## src/rtl/mem_load_arbiter.sv

```systemverilog
// rtl/mem_load_arbiter.sv - SRAM port arbiter between a running CPU and a host program loader
//
// Purpose:
//   Shares one SRAM port between the CPU and a host that streams a program
//   into memory one nibble at a time, starting at address 0. The CPU is held
//   in reset for the whole load and for RELEASE_CYCLES cycles afterwards.
//   Optional feature macro: LOADER_VERIFY_EN adds a read-back check after
//   every written nibble and reports mismatches on load_err_o.
//
// Ports:
//   clk, reset                  clock, synchronous active-high reset
//   host_start_i                begin a load at address 0 (RUN only)
//   host_valid_i/host_data_i/host_last_i/host_ready_o
//                               host nibble stream, last marks final nibble
//   cpu_addr_i/cpu_we_n_i/cpu_wdata_i/cpu_rdata_o
//                               CPU memory port, passed through in RUN
//   cpu_reset_o                 registered reset to the CPU core
//   mem_addr_o/mem_wdata_o/mem_we_n_o/mem_rdata_i
//                               SRAM port
//   load_busy_o                 arbiter is not in RUN
//   load_count_o                nibbles written in the current/last load
//   load_err_o                  sticky read-back mismatch flag
module mem_load_arbiter #(
    parameter int unsigned RELEASE_CYCLES = 2
) (
    input  logic       clk,
    input  logic       reset,
    input  logic       host_start_i,
    input  logic       host_valid_i,
    input  logic [3:0] host_data_i,
    input  logic       host_last_i,
    output logic       host_ready_o,
    input  logic [6:0] cpu_addr_i,
    input  logic       cpu_we_n_i,
    input  logic [3:0] cpu_wdata_i,
    output logic [3:0] cpu_rdata_o,
    output logic       cpu_reset_o,
    output logic [6:0] mem_addr_o,
    output logic [3:0] mem_wdata_o,
    output logic       mem_we_n_o,
    input  logic [3:0] mem_rdata_i,
    output logic       load_busy_o,
    output logic [6:0] load_count_o,
    output logic       load_err_o
);

    localparam logic [3:0] REL_INIT = 4'(RELEASE_CYCLES);

`ifdef LOADER_VERIFY_EN
    typedef enum logic [2:0] {
        ST_RUN     = 3'd0,
        ST_LOAD    = 3'd1,
        ST_WRITE   = 3'd2,
        ST_VERIFY  = 3'd3,
        ST_RELEASE = 3'd4
    } state_t;
`else
    typedef enum logic [2:0] {
        ST_RUN     = 3'd0,
        ST_LOAD    = 3'd1,
        ST_WRITE   = 3'd2,
        ST_RELEASE = 3'd4
    } state_t;
`endif

    state_t     state_q, state_d;
    logic [3:0] rel_cnt_q;
    logic [6:0] addr_q;
    logic [6:0] count_q;
    logic [3:0] data_q;
    logic       last_q;
    logic       cpu_reset_q;

    // State register
    always_ff @(posedge clk) begin
        if (reset) begin
            state_q <= ST_RELEASE;
        end else begin
            state_q <= state_d;
        end
    end

    // Next-state logic
    always_comb begin
        state_d = state_q;
        case (state_q)
            ST_RUN: begin
                if (host_start_i) begin
                    state_d = ST_LOAD;
                end
            end
            ST_LOAD: begin
                if (host_valid_i) begin
                    state_d = ST_WRITE;
                end
            end
`ifdef LOADER_VERIFY_EN
            ST_WRITE: begin
                state_d = ST_VERIFY;
            end
            ST_VERIFY: begin
                // addr_q has already advanced; 0 here means 127 was just written
                if (last_q || (addr_q == 7'd0)) begin
                    state_d = ST_RELEASE;
                end else begin
                    state_d = ST_LOAD;
                end
            end
`else
            ST_WRITE: begin
                if (last_q || (addr_q == 7'd127)) begin
                    state_d = ST_RELEASE;
                end else begin
                    state_d = ST_LOAD;
                end
            end
`endif
            ST_RELEASE: begin
                if (rel_cnt_q <= 4'd1) begin
                    state_d = ST_RUN;
                end
            end
            default: begin
                state_d = ST_RELEASE;
            end
        endcase
    end

    // Datapath: address/count, captured nibble, release timer, CPU reset
    always_ff @(posedge clk) begin
        if (reset) begin
            rel_cnt_q   <= REL_INIT;
            addr_q      <= 7'd0;
            count_q     <= 7'd0;
            data_q      <= 4'd0;
            last_q      <= 1'b0;
            cpu_reset_q <= 1'b1;
        end else begin
            // CPU reset follows the state we are entering, so it is a clean flop output
            cpu_reset_q <= (state_d != ST_RUN);

            // Timer is reloaded whenever we are outside RELEASE, so it is full on entry
            if (state_q == ST_RELEASE) begin
                rel_cnt_q <= rel_cnt_q - 4'd1;
            end else begin
                rel_cnt_q <= REL_INIT;
            end

            case (state_q)
                ST_RUN: begin
                    if (host_start_i) begin
                        addr_q  <= 7'd0;
                        count_q <= 7'd0;
                    end
                end
                ST_LOAD: begin
                    if (host_valid_i) begin
                        data_q <= host_data_i;
                        last_q <= host_last_i;
                    end
                end
                ST_WRITE: begin
                    addr_q  <= addr_q + 7'd1;
                    count_q <= count_q + 7'd1;
                end
                default: begin
                end
            endcase
        end
    end

`ifdef LOADER_VERIFY_EN
    logic err_q;

    always_ff @(posedge clk) begin
        if (reset) begin
            err_q <= 1'b0;
        end else if ((state_q == ST_RUN) && host_start_i) begin
            err_q <= 1'b0;
        end else if ((state_q == ST_VERIFY) && (mem_rdata_i != data_q)) begin
            err_q <= 1'b1;
        end
    end

    assign load_err_o = err_q;
`else
    assign load_err_o = 1'b0;
`endif

    // Output logic
    always_comb begin
        host_ready_o = 1'b0;
        cpu_rdata_o  = 4'd0;
        mem_addr_o   = 7'd0;
        mem_wdata_o  = 4'd0;
        mem_we_n_o   = 1'b1;
        case (state_q)
            ST_RUN: begin
                mem_addr_o  = cpu_addr_i;
                mem_wdata_o = cpu_wdata_i;
                mem_we_n_o  = cpu_we_n_i;
                cpu_rdata_o = mem_rdata_i;
            end
            ST_LOAD: begin
                host_ready_o = 1'b1;
            end
            ST_WRITE: begin
                mem_addr_o  = addr_q;
                mem_wdata_o = data_q;
                mem_we_n_o  = 1'b0;
            end
`ifdef LOADER_VERIFY_EN
            ST_VERIFY: begin
                mem_addr_o = addr_q - 7'd1;
            end
`endif
            default: begin
            end
        endcase
    end

    assign cpu_reset_o  = cpu_reset_q;
    assign load_busy_o  = (state_q != ST_RUN);
    assign load_count_o = count_q;

endmodule

```

## config.mk

```make
export PLATFORM = sky130hd
export DESIGN_NAME = mem_load_arbiter
export DESIGN_NICKNAME = d
export VERILOG_FILES = /design/src/rtl/mem_load_arbiter.sv
export SDC_FILE = /design/constraint.sdc
export NUM_CORES = 1
export LEC_CHECK = 0
export CORE_AREA = 2 2 67 69
export DETAILED_ROUTE_END_ITERATION = 8
export DIE_AREA = 0 0 69 71
export GPL_ROUTABILITY_DRIVEN = 0
export PLACE_DENSITY_LB_ADDON = 0.25
export RECOVER_POWER = 100
export SYNTH_ARGS = -nofsm -noshare
export SYNTH_HDL_FRONTEND = slang
export SYNTH_SLANG_ARGS = --single-unit
```

## constraint.sdc

```tcl
create_clock -name clk -period 2.76 [get_ports clk]
set_input_delay 0.414 -clock clk [delete_from_list [all_inputs] [get_ports clk]]
set_output_delay 0.414 -clock clk [all_outputs]
set_load 0.005 [all_outputs]
```

==> reports/metrics.csv <==
metric,value,unit
run status,completed,
fraction of layout cells with a size suffix above 1,4.93,%
full die area,4900,um2
Routed wire per std cell,13.3,um
hold buffers post-CTS,0,
Resize count post-CTS,0,
Setup crit start kind,register,
Final ANT Viol Nets,0,
Buffers on Ports,50,
Initial Util,33.5,%
critical path depth in cells,4,
Final Cell Area,1970,um2
nets,233,
initial antenna violation count,0,
vias after detailed routing,1296,
Reg2Reg Depth,3,
Worst Hold Path Cells,1,
DRC viols,0,
Netlist cell types,44,
Final Max Slew Viols,0,
top_reg_cell synth,dfxtp_1,
Post-CTS Setup Repair Bufs,0,
Max Cap Violations,0,
Fill cells,405,
pre-CTS WS,648,ps
number of global-route vias before repair,1213,
endpoint class of the critical path,output port,
Post-Synthesis Cells,156,
Worst Path Arrival,2080,ps
drt pass-1 iters,4,
grt ovf,0,
total track usage,13.8,%
post-layout min period,2490,ps
Critical Path RT,2350,ps
Die W,69,um
max_slew headroom,62.6,%
TritonCTS clock tree,done,
Worst Tran Pin Value,559,ps
HP Class,reg2reg,
first-pass GRT wire length,5620,um
"FFs w/ async S/R, synth",0,%
crit path cell chain,"nor3b_1, buf_4, a22o_1, dlygate4sd3_1",
worst path bufs/invs,2,
WHS,482,ps
Peak Freq,401,MHz
Seq cells post-synth,27,
Layout area overhead,40.1,%
Mean Syn Cell Area,9.03,um2
Antenna Cells,0,
number of core rows,24,
top-count cell post-synth,dfxtp_1,
Area after DPL,1940,um2
Pleak,0.771,nW
DR iter-0 viols,35,
number of flops mapped to enable cells by yosys,0,
cell taking the most area after synthesis,dfxtp_1,
RSZ-0062 raised after global routing,false,
dpl hpwl,2540,um
maximum fanout along the worst path,28,
final hold violation count,0,
CORE AREA,4200,um2
largest net degree at the start of global routing,29,
Synth Net Count,185,
Synth Cell Area,1410,um2
CTS buffer count,3,
aggregate routed wire length,3390,um
setup violators final,0,
most frequent cells after synthesis,"27 x dfxtp_1, 19 x nor2_1, 11 x a22o_1",
Final Worst Setup Slack,269,ps
io pins,52,
Via-to-Cell Ratio,5.08,
Yosys top cell area share,38.4,%
clock buffer depth,2,
# clock sinks,27,
pwr/cell area,572,nW/um2
final core occ,47.0,%
Critical-path top delay cell,dlygate4sd3_1,
CP max stage delay,570,ps
Crit path max-delay family,buffers and inverters,
Clock Tree Root,clkbuf_8,
"Clk Latency, worst-skew pair",280,ps
clk slew on worst S/H paths,90,ps
VDD IR max,0.000302,V
YS warnings,0,
Setup TNS,0,ps
Die H,71,um
post-synthesis sequential area ratio,38.4,%
Layout Skew,5.87,ps
"top cells by area, synth","dfxtp_1 38%, a22o_1 6.8%, nor2_1 5.1%, ha_1 3.6%, mux2i_1 3.6%",
Final Cycle Share,90.3,%
H-tree Lvls,1,
critical path class,reg2out,
==> kinds of logic after synthesis <==
kind of cell,after synthesis,synth area share [%]
muxes,8,5.95
AOI/OAI and AO/OA,38,19.5
buffers and inverters,14,5.06
other,1,0.266
and+or+nand+nor,60,24.7
xor gates and xnor gates,3,1.87
adders and majority gates,5,4.26
DFF,27,38.4
==> area by class of cell <==
type                    instances  area, um2  share of cell area, %
multi-input cells             115        790                   40.0
clock buffers                   4       45.0                   2.28
flip-flops and latches         27        541                   27.4
repair buffers                 53        519                   26.3
well taps                      52       65.1                   3.30
inverters                       4       15.0                  0.760
==> routing by layer <==
metal,track usage [%],routed length [um],part of all wire [%],vias to the layer above
li1,-,-,-,662
met1,17.1,1510,44,594
met2,24.0,1680,50,36
met3,3.85,174,5.1,4
met4,3.27,27,0.80,0
met5,0,0,0,-
==> through the flow <==
step / cells / power (mW)
floorplan: 156 / 0.707
global placement: 251 / 0.934
detailed placement: 251 / 0.946
CTS: 255 / 1.18
global route: 255 / 1.20
finish: 255 / 1.13
==> power breakdown <==
group / switching [mW] / leakage [nW] / internal, mW
registers: 0.0446 / 0.219 / 0.432
logic: 0.174 / 0.530 / 0.251
clock network: 0.124 / 0.0228 / 0.104
total: 0.343 / 0.771 / 0.787
==> flip-flops by register name, summed over array words and instances (netlist names) <==
register      cells
state_q           3
data_q            4
last_q            1
addr_q            7
cpu_reset_o       1
load_count_o      7
rel_cnt_q         4
==> path summary, 6_finish.rpt <==
kind                                               from                 endpoint  slack (ps)
worst min register to register  rel_cnt_q[0]$_SDFF_PP0_  rel_cnt_q[0]$_SDFF_PP0_         480
worst min-delay path            rel_cnt_q[0]$_SDFF_PP0_  rel_cnt_q[0]$_SDFF_PP0_         480
worst max register to register    state_q[1]$_SDFF_PP0_   addr_q[5]$_SDFFE_PP0P_        1040
worst max-delay path              state_q[1]$_SDFF_PP0_            mem_addr_o[4]         270
==> layout by cell type, fill, tap and decap left out, types with 2 or more instances in the layout <==
| master | Yosys | final |
|---|---|---|
| a21oi_1 | 8 | 8 |
| a22o_1 | 11 | 11 |
| a311oi_1 | 5 | 5 |
| and2_1 | 5 | 4 |
| and3_1 | 3 | 3 |
| and3b_1 | 3 | 3 |
| buf_4 | 2 | 2 |
| clkbuf_1 | 4 | 2 |
| clkbuf_8 | 0 | 3 |
| clkdlybuf4s50_1 | 0 | 24 |
| dfxtp_1 | 27 | 27 |
| dlygate4sd3_1 | 0 | 26 |
| ha_1 | 4 | 4 |
| inv_1 | 4 | 4 |
| mux2_2 | 3 | 3 |
| mux2i_1 | 5 | 5 |
| nand2_1 | 5 | 5 |
| nand2b_1 | 5 | 5 |
| nand3_1 | 2 | 2 |
| nand4_1 | 2 | 2 |
| nor2_1 | 19 | 19 |
| nor2b_1 | 3 | 3 |
| nor3_1 | 3 | 3 |
| o211ai_1 | 2 | 2 |
| o21ai_0 | 5 | 5 |
| xnor2_1 | 3 | 3 |
(Power assumes the default switching activity.)
